<file path="src/rtl/letter_scan_driver_if.sv">
// Letter-code inputs and display-pin outputs of the scan driver.
// The master side supplies letters/blink and the slave side drives the display.
interface letter_scan_driver_if;
  logic [3:0] first_letter;
  logic [3:0] second_letter;
  logic [3:0] third_letter;
  logic [3:0] fourth_letter;
  logic       blink_en;
  logic [6:0] seg;
  logic [3:0] an;
  logic       frame_tick;

  modport master (
    output first_letter, second_letter, third_letter, fourth_letter, blink_en,
    input  seg, an, frame_tick
  );

  modport slave (
    input  first_letter, second_letter, third_letter, fourth_letter, blink_en,
    output seg, an, frame_tick
  );
endinterface

</file>
<file path="src/rtl/letter_scan_driver.sv">
// Time-multiplexed 4-digit 7-segment driver for letter codes.
// Letters are snapshotted once per frame, decoded, blanked per slot and optionally blinked.
module letter_scan_driver #(
  parameter int SCAN_DIV       = 50000,
  parameter int BLANK_CYCLES   = 2,
  parameter int BLINK_FRAMES   = 64,
  parameter bit SEG_ACTIVE_LOW = 1'b1,
  parameter bit AN_ACTIVE_LOW  = 1'b1
) (
  input logic                clk,
  input logic                rst_n,
  letter_scan_driver_if.slave disp
);

  localparam int CW = (SCAN_DIV > 1) ? $clog2(SCAN_DIV) : 1;
  localparam int FW = (BLINK_FRAMES > 1) ? $clog2(BLINK_FRAMES) : 1;
  localparam logic [CW-1:0] CNT_LAST   = CW'(SCAN_DIV - 1);
  localparam logic [FW-1:0] FRAME_LAST = FW'(BLINK_FRAMES - 1);

  logic [CW-1:0] cnt;
  logic [1:0]    digit;
  logic [FW-1:0] frame_cnt;
  logic          blink_phase;
  logic [3:0]    shadow [4];
  logic [6:0]    seg_q;
  logic [3:0]    an_q;
  logic          tick_q;

  logic          slot_end;
  logic          frame_end;
  logic          slot_open;
  logic [6:0]    seg_next;
  logic [3:0]    an_next;

  function automatic logic [6:0] decode(input logic [3:0] code);
    case (code)
      4'd0:    decode = 7'h00;
      4'd1:    decode = 7'h77;
      4'd2:    decode = 7'h5E;
      4'd3:    decode = 7'h79;
      4'd4:    decode = 7'h71;
      4'd5:    decode = 7'h76;
      4'd6:    decode = 7'h06;
      4'd7:    decode = 7'h54;
      4'd8:    decode = 7'h3F;
      4'd9:    decode = 7'h73;
      4'd10:   decode = 7'h50;
      4'd11:   decode = 7'h6D;
      4'd12:   decode = 7'h78;
      4'd13:   decode = 7'h3E;
      default: decode = 7'h40;
    endcase
  endfunction

  assign slot_end  = (cnt == CNT_LAST);
  assign frame_end = slot_end && (digit == 2'd3);

  // With no blanking window the comparison would be trivially true, so skip it.
  generate
    if (BLANK_CYCLES == 0) begin : g_no_blank
      assign slot_open = 1'b1;
    end else begin : g_blank
      assign slot_open = (cnt >= CW'(BLANK_CYCLES));
    end
  endgenerate

  always_comb begin
    an_next  = 4'b0000;
    seg_next = decode(shadow[digit]);
    if (slot_open && !(disp.blink_en && blink_phase)) begin
      an_next[digit] = 1'b1;
    end
  end

  // The shadow load, frame tick and blink counter all share the last cycle of a frame.
  always_ff @(posedge clk) begin
    if (!rst_n) begin
      cnt         <= '0;
      digit       <= 2'd0;
      frame_cnt   <= '0;
      blink_phase <= 1'b0;
      for (int i = 0; i < 4; i++) begin
        shadow[i] <= 4'd0;
      end
      seg_q       <= 7'h00;
      an_q        <= 4'b0000;
      tick_q      <= 1'b0;
    end else begin
      cnt    <= slot_end ? '0 : cnt + CW'(1);
      tick_q <= frame_end;
      if (slot_end) begin
        digit <= digit + 2'd1;
      end
      if (frame_end) begin
        shadow[0] <= disp.first_letter;
        shadow[1] <= disp.second_letter;
        shadow[2] <= disp.third_letter;
        shadow[3] <= disp.fourth_letter;
        if (frame_cnt == FRAME_LAST) begin
          frame_cnt   <= '0;
          blink_phase <= ~blink_phase;
        end else begin
          frame_cnt <= frame_cnt + FW'(1);
        end
      end
      seg_q <= seg_next;
      an_q  <= an_next;
    end
  end

  assign disp.seg        = SEG_ACTIVE_LOW ? ~seg_q : seg_q;
  assign disp.an         = AN_ACTIVE_LOW ? ~an_q : an_q;
  assign disp.frame_tick = tick_q;

endmodule

</file>
<file path="src/flat_wrapper.sv">
// flat-port wrapper written by rule: the top's interface ports become plain ports
module letter_scan_driver_flat 
#(
  parameter int SCAN_DIV       = 50000,
  parameter int BLANK_CYCLES   = 2,
  parameter int BLINK_FRAMES   = 64,
  parameter bit SEG_ACTIVE_LOW = 1'b1,
  parameter bit AN_ACTIVE_LOW  = 1'b1
)
  (clk, rst_n, disp_first_letter, disp_second_letter, disp_third_letter, disp_fourth_letter, disp_blink_en, disp_seg, disp_an, disp_frame_tick);
  letter_scan_driver_if disp_i ();
  input logic clk;
  input logic rst_n;
  input wire logic [$bits(disp_i.first_letter)-1:0] disp_first_letter;
  input wire logic [$bits(disp_i.second_letter)-1:0] disp_second_letter;
  input wire logic [$bits(disp_i.third_letter)-1:0] disp_third_letter;
  input wire logic [$bits(disp_i.fourth_letter)-1:0] disp_fourth_letter;
  input wire logic [$bits(disp_i.blink_en)-1:0] disp_blink_en;
  output wire logic [$bits(disp_i.seg)-1:0] disp_seg;
  output wire logic [$bits(disp_i.an)-1:0] disp_an;
  output wire logic [$bits(disp_i.frame_tick)-1:0] disp_frame_tick;
  assign disp_i.first_letter = disp_first_letter;
  assign disp_i.second_letter = disp_second_letter;
  assign disp_i.third_letter = disp_third_letter;
  assign disp_i.fourth_letter = disp_fourth_letter;
  assign disp_i.blink_en = disp_blink_en;
  assign disp_seg = disp_i.seg;
  assign disp_an = disp_i.an;
  assign disp_frame_tick = disp_i.frame_tick;
  letter_scan_driver #(.SCAN_DIV(SCAN_DIV), .BLANK_CYCLES(BLANK_CYCLES), .BLINK_FRAMES(BLINK_FRAMES), .SEG_ACTIVE_LOW(SEG_ACTIVE_LOW), .AN_ACTIVE_LOW(AN_ACTIVE_LOW)) u_core (.clk(clk), .rst_n(rst_n), .disp(disp_i));
endmodule
</file>
<file path="config.mk">
export PLATFORM = sky130hd
export DESIGN_NAME = letter_scan_driver_flat
export DESIGN_NICKNAME = d
export VERILOG_FILES = /design/src/rtl/letter_scan_driver_if.sv /design/src/rtl/letter_scan_driver.sv /design/src/flat_wrapper.sv
export SDC_FILE = /design/constraint.sdc
export NUM_CORES = 1
export LEC_CHECK = 0
export ABC_AREA = 1
export CORE_MARGIN = 2
export CORE_UTILIZATION = 43
export CTS_BUF_LIST = sky130_fd_sc_hd__clkbuf_16
export CTS_CLUSTER_DIAMETER = 120
export DETAILED_ROUTE_END_ITERATION = 10
export GPL_TIMING_DRIVEN = 0
export RECOVER_POWER = 25
export SETUP_SLACK_MARGIN = 0.4
export SYNTH_ARGS = -nofsm -noshare
export SYNTH_HDL_FRONTEND = slang
export SYNTH_SLANG_ARGS = --single-unit
export TNS_END_PERCENT = 30
</file>
<file path="constraint.sdc">
create_clock -name clk -period 2.25 [get_ports clk]
set_clock_uncertainty 0.2 [all_clocks]
set_input_delay 0.3375 -clock clk [delete_from_list [all_inputs] [get_ports clk]]
set_output_delay 0.3375 -clock clk [all_outputs]
set_load 0.1 [all_outputs]
</file>
==> reports/results.tsv <==
metric	value	unit
multi_input_area	1350	um2
syn_inst	387	
io_buffers	29	
seq_area	1260	um2
detail-route-antenna-nets	0	
synth_area_leader_cell	dfxtp_1	
drv_slew	0	
ys_warn_count	0	
synth_xor_area_share	2.15	%
nFillCells	630	
synth_cell_types	29	
crit_required	1710	ps
power.total	2.18	mW
synth_simple_gate_area_share	32.1	%
slew_headroom	22.8	%
whs_endpoint	u_core.cnt[0]	
rr_startpoint	u_core.cnt[1]	
hp-start	u_core.cnt[0]	
initialDrtViolationCount	127	
crit_path_end_kind	output port	
finalWeightedCongestion	0.823	
synth-compound-area-share	5.01	%
syn-num-nets	419	
hp-class	reg2reg	
yosys.area.top_type_share	27.4	%
tightest_slew	1160	ps
dr_total_vias	2409	
layout-drive-gt1-share	11.8	%
antenna_found_initial	0	
setup_slack	233	ps
setup_viol	0	
clkTransAtPathRegs	70	ps
drt_pre_antenna_iters	5	
die_area	7290	um2
synth_fa_ha_area_share	5.71	%
finalCritPeriodShare	89.6	%
cts_buffers	5	
timing.critical_path.fanout_max	1	
drc_errors	0	
antenna_cells	0	
final_common_cell	nand2_1	
routed_via_density	4.72	
dieHeight	85.4	um
ff2ff_setup_slack	260	ps
dp_hpwl	3980	um
post_drt_wl_per_cell	11.0	um
grt_pass1_wl	9490	um
setup_tns	0	ps
pwr_density_cell	621	nW/um2
synth_area_leaders	dfxtp_1, edfxtp_1, nand2_1	
final_cell_mix	nand2_1, inv_1, nor2_1, dfxtp_1, nand3_1	
ys_seq_area_share	44.3	%
overflow	0	
fin_crit	2020	ps
grt_max_degree	18	
synthMuxAreaShare	0	%
grt_pass1_vias	2138	
rows	29	
synth-seq-cells	55	
cts_tree	built	
die_width	85.4	um
final_nets	464	
pre_cts_ws	239	ps
synth_area	2850	um2
postSynthAreaPerCell	7.36	um2
worstPathArrival	1480	ps
vdd_ir_drop_max	0.000549	V
h-tree-depth	2	
wirelength	5620	um
areaGrowthSynthToFinish	23.1	%
maxCapViolCount	0	
reg2regPathDepth	8	
io_pins	31	
insertion_delay	290	ps
start_util	44.6	%
crit_path_start_kind	register	
cts-root-buf	clkbuf_16	
hold_depth	1	
cts_buffer_depth	2	
crit_type	reg2out	
finalHoldViolCount	0	
synth_top_family_by_area	simple AND/OR/NAND/NOR gates	
outcome	complete, no violations	
leakage	1.49	nW
cts_sinks	55	
grt_usage	15.8	%
post-route-util	54.9	%
r2r_end	u_core.cnt[11]	
fmax	496	MHz
rsz0062_at_grt	true	
core	6390	um2
-- cells in the mapped netlist (all sizes together) --
cell type	n
xor2	5
nand3b	1
ha	13
buf	4
nor2	56
clkbuf	2
nand4	8
dfxtp	39
nand2	99
edfxtp	16
a21oi	24
xnor2	2
or2	3
inv	70
nand3	32
o21ai	3
nor3	9
o21bai	1
-- how the worst max path moves through the flow --
stage,to,depth (start not counted),startpoint
finish,disp_seg[2],2,u_core.seg_q[2]
global route,u_core.cnt[1],8,u_core.cnt[1]
CTS,disp_frame_tick,1,u_core.disp.frame_tick
detailed placement,u_core.shadow[2][1],5,u_core.cnt[0]
global placement,u_core.shadow[2][1],5,u_core.cnt[0]
floorplan,u_core.shadow[0][0],5,u_core.cnt[1]
-- logic make-up after synthesis --
family          Yosys count
compound gates           28
fa+ha+maj                13
simple gates            208
flops                    55
xor+xnor                  7
buf+inv                  76
-- what timing repair did --
| action | in CTS | in global routing |
|---|---|---|
| gates cloned | 0 | 2 |
| hold buffers | 0 | 0 |
| setup buffers | 0 | 7 |
| pin swaps | 0 | 5 |
| gates resized for setup | 34 | 25 |
| setup endpoints to repair | 36 | 55 |
-- layout make-up --
type | instances | share of cell area (%)
Buffer | 6 | 1.36
Clock buffer | 5 | 3.57
Clock inverter | 3 | 1.25
Inverter | 70 | 7.74
Multi-Input combinational cell | 258 | 38.6
Sequential cell | 55 | 36.0
Tap cell | 77 | 2.75
Timing Repair Buffer | 36 | 8.67
-- state kept, by name, indices dropped and copies added, names as in the netlist, named ones only --
signal	cells
u_core.digit	2
u_core.shadow	16
u_core.cnt	16
u_core.an_q	4
u_core.disp.frame_tick	1
u_core.seg_q	7
u_core.frame_cnt	6
u_core.blink_phase	1
-- critical path: stages, from the launching register on --
cell      delay (ps)
dfxtp_1          300
inv_1             40
clkbuf_1         850
-- power by group --
| group | internal (mW) | switching (mW) |
|---|---|---|
| Combinational | 0.0731 | 0.164 |
| Sequential | 1.05 | 0.0111 |
| Clock | 0.525 | 0.358 |
-- per-layer routing --
layer,part of all wire (%),GRT usage (%),vias to the layer above,wire (um)
met2,43,25.4,51,2410
met3,4.6,2.63,8,260
met4,1.6,4.47,0,91
met5,0,0,-,0
met1,51,22.0,1056,2860
li1,-,-,1294,-
-- per-stage QoR --
| step | hold WS, ps | area, um2 | instances |
|---|---|---|---|
| final | 235 | 3510 | 510 |
| after global routing | 283 | 3510 | 510 |
| after CTS | 206 | 3420 | 501 |
| after detailed placement | 262 | 3240 | 493 |
| after global placement | 244 | 3240 | 493 |
| after floorplan | 230 | 2850 | 387 |
No activity file was read; power rests on OpenSTA's default activity.
